File: config.mk
export PLATFORM = sky130hd
export DESIGN_NAME = fetch_sequencer
export DESIGN_NICKNAME = d
export VERILOG_FILES = /design/src/rtl/fetch_sequencer.sv
export SDC_FILE = /design/constraint.sdc
export NUM_CORES = 1
export LEC_CHECK = 0
export CAP_MARGIN = 20
export CORE_AREA = 2 2 59 61
export CTS_BUF_LIST = sky130_fd_sc_hd__clkbuf_4
export DETAILED_ROUTE_END_ITERATION = 12
export DIE_AREA = 0 0 61 63
export PLACE_DENSITY = 0.75
export SLEW_MARGIN = 20
export SYNTH_ARGS = -nofsm -noshare
export SYNTH_HDL_FRONTEND = slang
export SYNTH_SLANG_ARGS = --single-unit
File: constraint.sdc
create_clock -name clk -period 1.55 [get_ports clk]
set_input_delay 0.465 -clock clk [delete_from_list [all_inputs] [get_ports clk]]
set_output_delay 0.465 -clock clk [all_outputs]
set_load 0.01 [all_outputs]
File: src/rtl/fetch_sequencer.sv
// rtl/fetch_sequencer.sv - program-fetch sequencer with one-entry instruction buffer and jump redirect
module fetch_sequencer #(
  parameter int ADDR_W       = 6,
  parameter int DATA_W       = 8,
  parameter int SAMPLE_PHASE = 3,
  parameter int RESET_PC     = 0
) (
  input  logic              clk,
  input  logic              rst,
  input  logic              ena,
  output logic [ADDR_W-1:0] mem_addr,
  input  logic [DATA_W-1:0] mem_rdata,
  output logic [DATA_W-1:0] instr_data,
  output logic              instr_valid,
  input  logic              instr_ready,
  input  logic              jmp_valid,
  input  logic [ADDR_W-1:0] jmp_addr,
  output logic [ADDR_W-1:0] pc,
  output logic [2:0]        phase
);

  localparam logic [2:0]        SAMPLE  = 3'(SAMPLE_PHASE);
  localparam logic [2:0]        LAST    = 3'd7;
  localparam logic [ADDR_W-1:0] PC_INIT = ADDR_W'(RESET_PC);

  // Jump bookkeeping: a request is remembered until the machine cycle ends.
  logic              pending;
  logic [ADDR_W-1:0] target;

  // Decoded per-edge events and next-state values.
  logic              xfer;
  logic              stall;
  logic              capture;
  logic              at_wrap;
  logic              redirect;
  logic [2:0]        phase_nxt;
  logic [ADDR_W-1:0] pc_nxt;
  logic              pending_nxt;
  logic [ADDR_W-1:0] target_nxt;
  logic              valid_nxt;
  logic [DATA_W-1:0] data_nxt;

  // The address is held for the whole machine cycle simply by being the pc register.
  assign mem_addr = pc;

  // Next-state computation: capture/stall at the sample phase, pc advance or redirect at phase 7.
  always_comb begin
    xfer        = instr_valid & instr_ready;
    // A full buffer that is not draining this edge freezes the machine cycle at the sample phase.
    stall       = (phase == SAMPLE) & instr_valid & ~instr_ready;
    capture     = (phase == SAMPLE) & ~stall;
    at_wrap     = (phase == LAST) & ~stall;
    redirect    = at_wrap & (pending | jmp_valid);

    phase_nxt   = stall ? phase : phase + 3'd1;

    valid_nxt   = instr_valid;
    data_nxt    = instr_data;
    if (xfer) begin
      valid_nxt = 1'b0;
    end
    if (capture) begin
      valid_nxt = 1'b1;
      data_nxt  = mem_rdata;
    end
    // A redirect flushes the buffer; any same-edge transfer has already been counted downstream.
    if (redirect) begin
      valid_nxt = 1'b0;
    end

    pc_nxt      = pc;
    pending_nxt = pending;
    target_nxt  = target;
    // Later requests overwrite the remembered target.
    if (jmp_valid) begin
      pending_nxt = 1'b1;
      target_nxt  = jmp_addr;
    end
    if (at_wrap) begin
      pending_nxt = 1'b0;
      if (redirect) begin
        // A request on the phase-7 edge itself beats the stored target.
        pc_nxt = jmp_valid ? jmp_addr : target;
      end else begin
        pc_nxt = pc + 1'b1;
      end
    end
  end

  // State registers: everything freezes while ena is low.
  always_ff @(posedge clk or posedge rst) begin
    if (rst) begin
      pc          <= PC_INIT;
      phase       <= 3'd0;
      instr_valid <= 1'b0;
      instr_data  <= '0;
      pending     <= 1'b0;
      target      <= '0;
    end else if (ena) begin
      pc          <= pc_nxt;
      phase       <= phase_nxt;
      instr_valid <= valid_nxt;
      instr_data  <= data_nxt;
      pending     <= pending_nxt;
      target      <= target_nxt;
    end
  end

endmodule
**Word level (Yosys, flattened, before mapping)**

Index checks and enable logic that the tools add are counted.

- Bits in registers: 25
- Latch bits: 0
- RAM bits: 0
- ROM bits: 0
- Input port bits: 19
- Output and inout port bits: 24
- Word-level logic and storage cells: 33
- Memories kept: 0

- $add $sub $neg: 2
- $mul: 0
- Divide/modulo/power cells: 0
- Magnitude comparators: 0
- Eq/ne operators: 2
- Shifts and indexed selects: 0
- Multiplexer cells: 7
- Bitwise operators: 9
- Reductions and logical operators: 7

Operators by type and width:

| cell | count |
|---|---|
| $mux 6 | 2 |
| $reduce_and 2->1 | 5 |
| $add 6x1->6 const B | 1 |
| $and 1x1->1 | 6 |
| $mux 1 | 5 |
| $add 3x1->3 const B | 1 |
| $eq 3x2->1 const B | 1 |
| $eq 3x3->1 const B | 1 |
| $reduce_bool 3->1 | 1 |
| $not 1->1 | 2 |
| $reduce_bool 2->1 | 1 |
| $or 1x1->1 | 1 |

**Logic depth before layout (Yosys ltp)**

- Depth after elaboration: 8
- Depth in mapped cells: 7
- Gate-level depth less buffers: 6

**Least setup slack after synthesis**

No wires, ideal clock.

- Kind: register -> register
- Start point: register phase[0]
- End point: register pc[2] (netlist: mem_addr[2])
- Setup time: 0.121 ns
- Arrival: 1.629 ns
- Data required time: 1.429 ns
- Setup slack: -0.199 ns
- Cell stages (with the launch flop): 8
- Buffers on the path: 1
- Path through: dfrtp_1 -> ha_1 -> ha_1 -> nand3b_1 -> and3_1 -> clkbuf_1 -> o21ai_0 -> a22o_1

- Word-level cells in the longest chain between the ends: 7

Ends and longest elaborated chain:

| what | RTL line | source |
|---|---|---|
| from (decl) | 19 | `output logic [2:0] phase` |
| from (signal assigned) | 101 | `phase <= phase_nxt;` |
| $eq 3x2->1 | 50 | `stall = (phase == SAMPLE) & instr_valid & ~instr_ready;` |
| $and 1x1->1 (2 in series) | 50 |  |
| $not 1->1 (no line) | - |  |
| $and 1x1->1 * | 52 | `at_wrap = (phase == LAST) & ~stall;` |
| $and 1x1->1 | 53 | `redirect = at_wrap & (pending \| jmp_valid);` |
| $mux 6 | 81 | `if (redirect) begin` |
| to (signal assigned) | 100 | `pc <= pc_nxt;` |
| to (decl) | 18 | `output logic [ADDR_W-1:0] pc,` |

Mark *: on every way between the ends. The rest lies on a longest branch, timed or not.
A chain may end at the register's enable or synchronous reset.

**Worst setup path in the final report**

- Start point: register phase[1]
- End point: register pc[0] (netlist: mem_addr[0])

The elaborated chain is that of the path after synthesis.

==> impl_metrics.toml <==
[route]
vias = 1076
wirelength_um = 3030
via_per_inst = 4.83
drtIter0Drc = 24
post_drt_wl_per_cell_um = 13.6
drc = 0
firstDrtPassIters = 4
postRouteAntennaNets = 0

[synthesis]
avgSynthCellArea_um2 = 11.9
synth.distinct_cells = 29
ys_seq_area_share_pct = 48.6
netlist_area_um2 = 1290
syn_nets = 131
yosysWarnings = 0
syn_inst = 108
ys_ff_latch = 25

[sta]
rsz0062_at_grt = "yes"
period_share_pct = 112
drv_slew = 0
whs_ns = 0.443
setup_violations = 10
finalWorstSetupSlack_ns = -0.186
fmax_mhz = 576
worstMarginPinSlew_ns = 0.257
relSlewSlack_pct = 82.9
finalHoldViolations = 0
finClkSkew_ns = 0.00339
period_needed_ns = 1.74

[worst_setup_path]
crit_chain = "buf_6 -> ha_4 -> ha_4 -> nand3b_1 -> and3_4 -> mux2_4 -> o21ai_2"
crit_path_end_kind = "flip-flop"
crit_required_ns = 1.81
path_class = "flip-flop to flip-flop"
crit_top_cell = "ha_4"
critPathSlowestCell = "dfrtp_1"
cp_slowest_stage_delay_ns = 0.41
worstSetupStartpointType = "flip-flop"
crit_buf_inv = 1
crit_fanout = 5
arrival_ns = 2.00
crit_family = "simple AND/OR/NAND/NOR gates"

[floorplanning]
std_cell_rows = 21
start_util_pct = 39.8
dieHeight_um = 63
ioPinCount = 43
dieArea_um2 = 3840
dieWidth_um = 61
core-area_um2 = 3230

[cells_and_area]
multi_input_area_um2 = 681
num_antenna_cells = 0
mostFrequentLayoutCells = "29 x buf_4, 25 x dfrtp_1, 18 x clkdlybuf4s50_1"
final_area_um2 = 2060
area_delta_synth_final_pct = 59.9
final_nets = 201
final_util_pct = 63.6
drive_gt1_share_pct = 45.2
ff_latch_area_um2 = 626
final_common_cell = "buf_4"
fillerInstances = 255

[grt]
grt_first_pass_wirelength_um = 5220
antenna_found_initial = 0
grt_max_degree = 15
grt_pass1_vias = 1163
grt-ovfl-total = 0
grtUsageTotal_pct = 17.7

[cts]
clkTransAtPathRegs_ns = 0.14
htreeDepth = 1
cts_tree = "yes"
clockBufferDepth = 2
cts_sinks = 25
cts_buffers = 3
root_buffer = "clkbuf_4"
worstSkewPairLatency_ns = 0.32
cts_hold_buf = 0

[pwr]
power_per_cell_area_nw_per_um2 = 1510
p_leak_uw = 0.000966
power.total_uw = 3110
vdd_ir_drop_max_v = 0.000752

[status]
violations = "negative setup slack"
outcome = "finished, violations left"

[min_path]
holdCritPathClass = "input pin to async pin"

[placement]
gp_congestion = 0.802
dpl-instance-area_um2 = 1850
post-dp-hpwl_um = 2300
dpl_worst_slack_ns = -0.356
io_buffers = 42

[run]
maxCapViolations = 0
## logic make-up (layout without fill, tap and decap cells)
| kind of cell | Yosys count | after routing | share of synthesized area, % |
|---|---|---|---|
| AO/OA/AOI/OAI | 15 | 15 | 7.88 |
| XOR/XNOR | 1 | 1 | 0.681 |
| adder cells (fa/ha/maj) | 4 | 4 | 3.89 |
| buffers and inverters | 12 | 81 | 6.42 |
| flip-flops | 25 | 25 | 48.6 |
| multiplexers | 25 | 25 | 21.6 |
| AND/OR/NAND/NOR | 26 | 26 | 10.9 |
## path summary, 6_finish.rpt
| path | from | end | slack [ns] | depth (start not counted) |
|---|---|---|---|---|
| worst max-delay path | phase[1] | mem_addr[0] | -0.19 | 7 |
| worst min-delay path | rst | instr_data[7] | 0.44 | 3 |
| worst max register to register | phase[1] | mem_addr[0] | -0.19 | 7 |
| worst min register to register | pending | pending | 0.51 | 2 |
| max in group asynchronous | rst | mem_addr[5] | 0.93 | 3 |
| min in group clk | pending | pending | 0.51 | 2 |
## final cells by class
cell class | count | area share, %
Inverter | 3 | 0.547
Clock buffer | 4 | 1.46
Multi-Input combinational cell | 71 | 33.1
Tap cell | 46 | 2.80
Sequential cell | 25 | 30.4
Timing Repair Buffer | 74 | 31.7
## state kept, by name, summed over array words and instances (netlist names)
signal and count:
mem_addr 6, pending 1, instr_valid 1, instr_data 8, phase 3, target 6
## stage by stage
step	TNS [ns]	instances
5_1_grt	-1.85	223
4_1_cts	-0.815	223
3_5_place_dp	-6.47	203
3_3_place_gp	-5.87	203
6_report	-0.656	223
2_1_floorplan	-0.237	108
## power breakdown
part	internal [uW]	switching [uW]
clock network	118	196
registers	898	137
logic	1030	733
total	2050	1070
## cell usage after synthesis, drive strengths merged
library cell	count	area share [%]
a211oi	1	0.58
a21oi	4	1.8
a22o	1	0.68
a22oi	1	0.58
a2bb2oi	2	1.4
and2b	2	1.4
and3	3	1.8
buf	8	5.3
clkbuf	1	0.29
dfrtp	25	49
ha	4	3.9
inv	3	0.88
mux2	19	17
mux2i	6	4.7
nand2	9	2.6
nand2b	1	0.49
nand3	5	1.9
nand3b	1	0.58
nand4	1	0.49
nor2	3	0.88
o21ai	5	2.2
o31ai	1	0.58
or2	1	0.68
xnor2	1	0.68
## timing repair
item                       CTS  global route
setup endpoints to repair   38            24
pin swaps                    8             2
buffers inserted            18             0
resized for setup           52            10
## worst min-delay path: cells and delay by family
| kind | cells | cell delay [ns] |
|---|---|---|
| buf+inv | 3 | 0.66 |
## metal layers
layer	share of wire, %	GRT usage [%]	vias to the layer above
met1	40	21.5	518
met5	0	0	-
met2	53	31.3	39
met3	6.0	3.73	4
li1	-	-	515
met4	1.1	3.53	0
(Power assumes the default switching activity.)
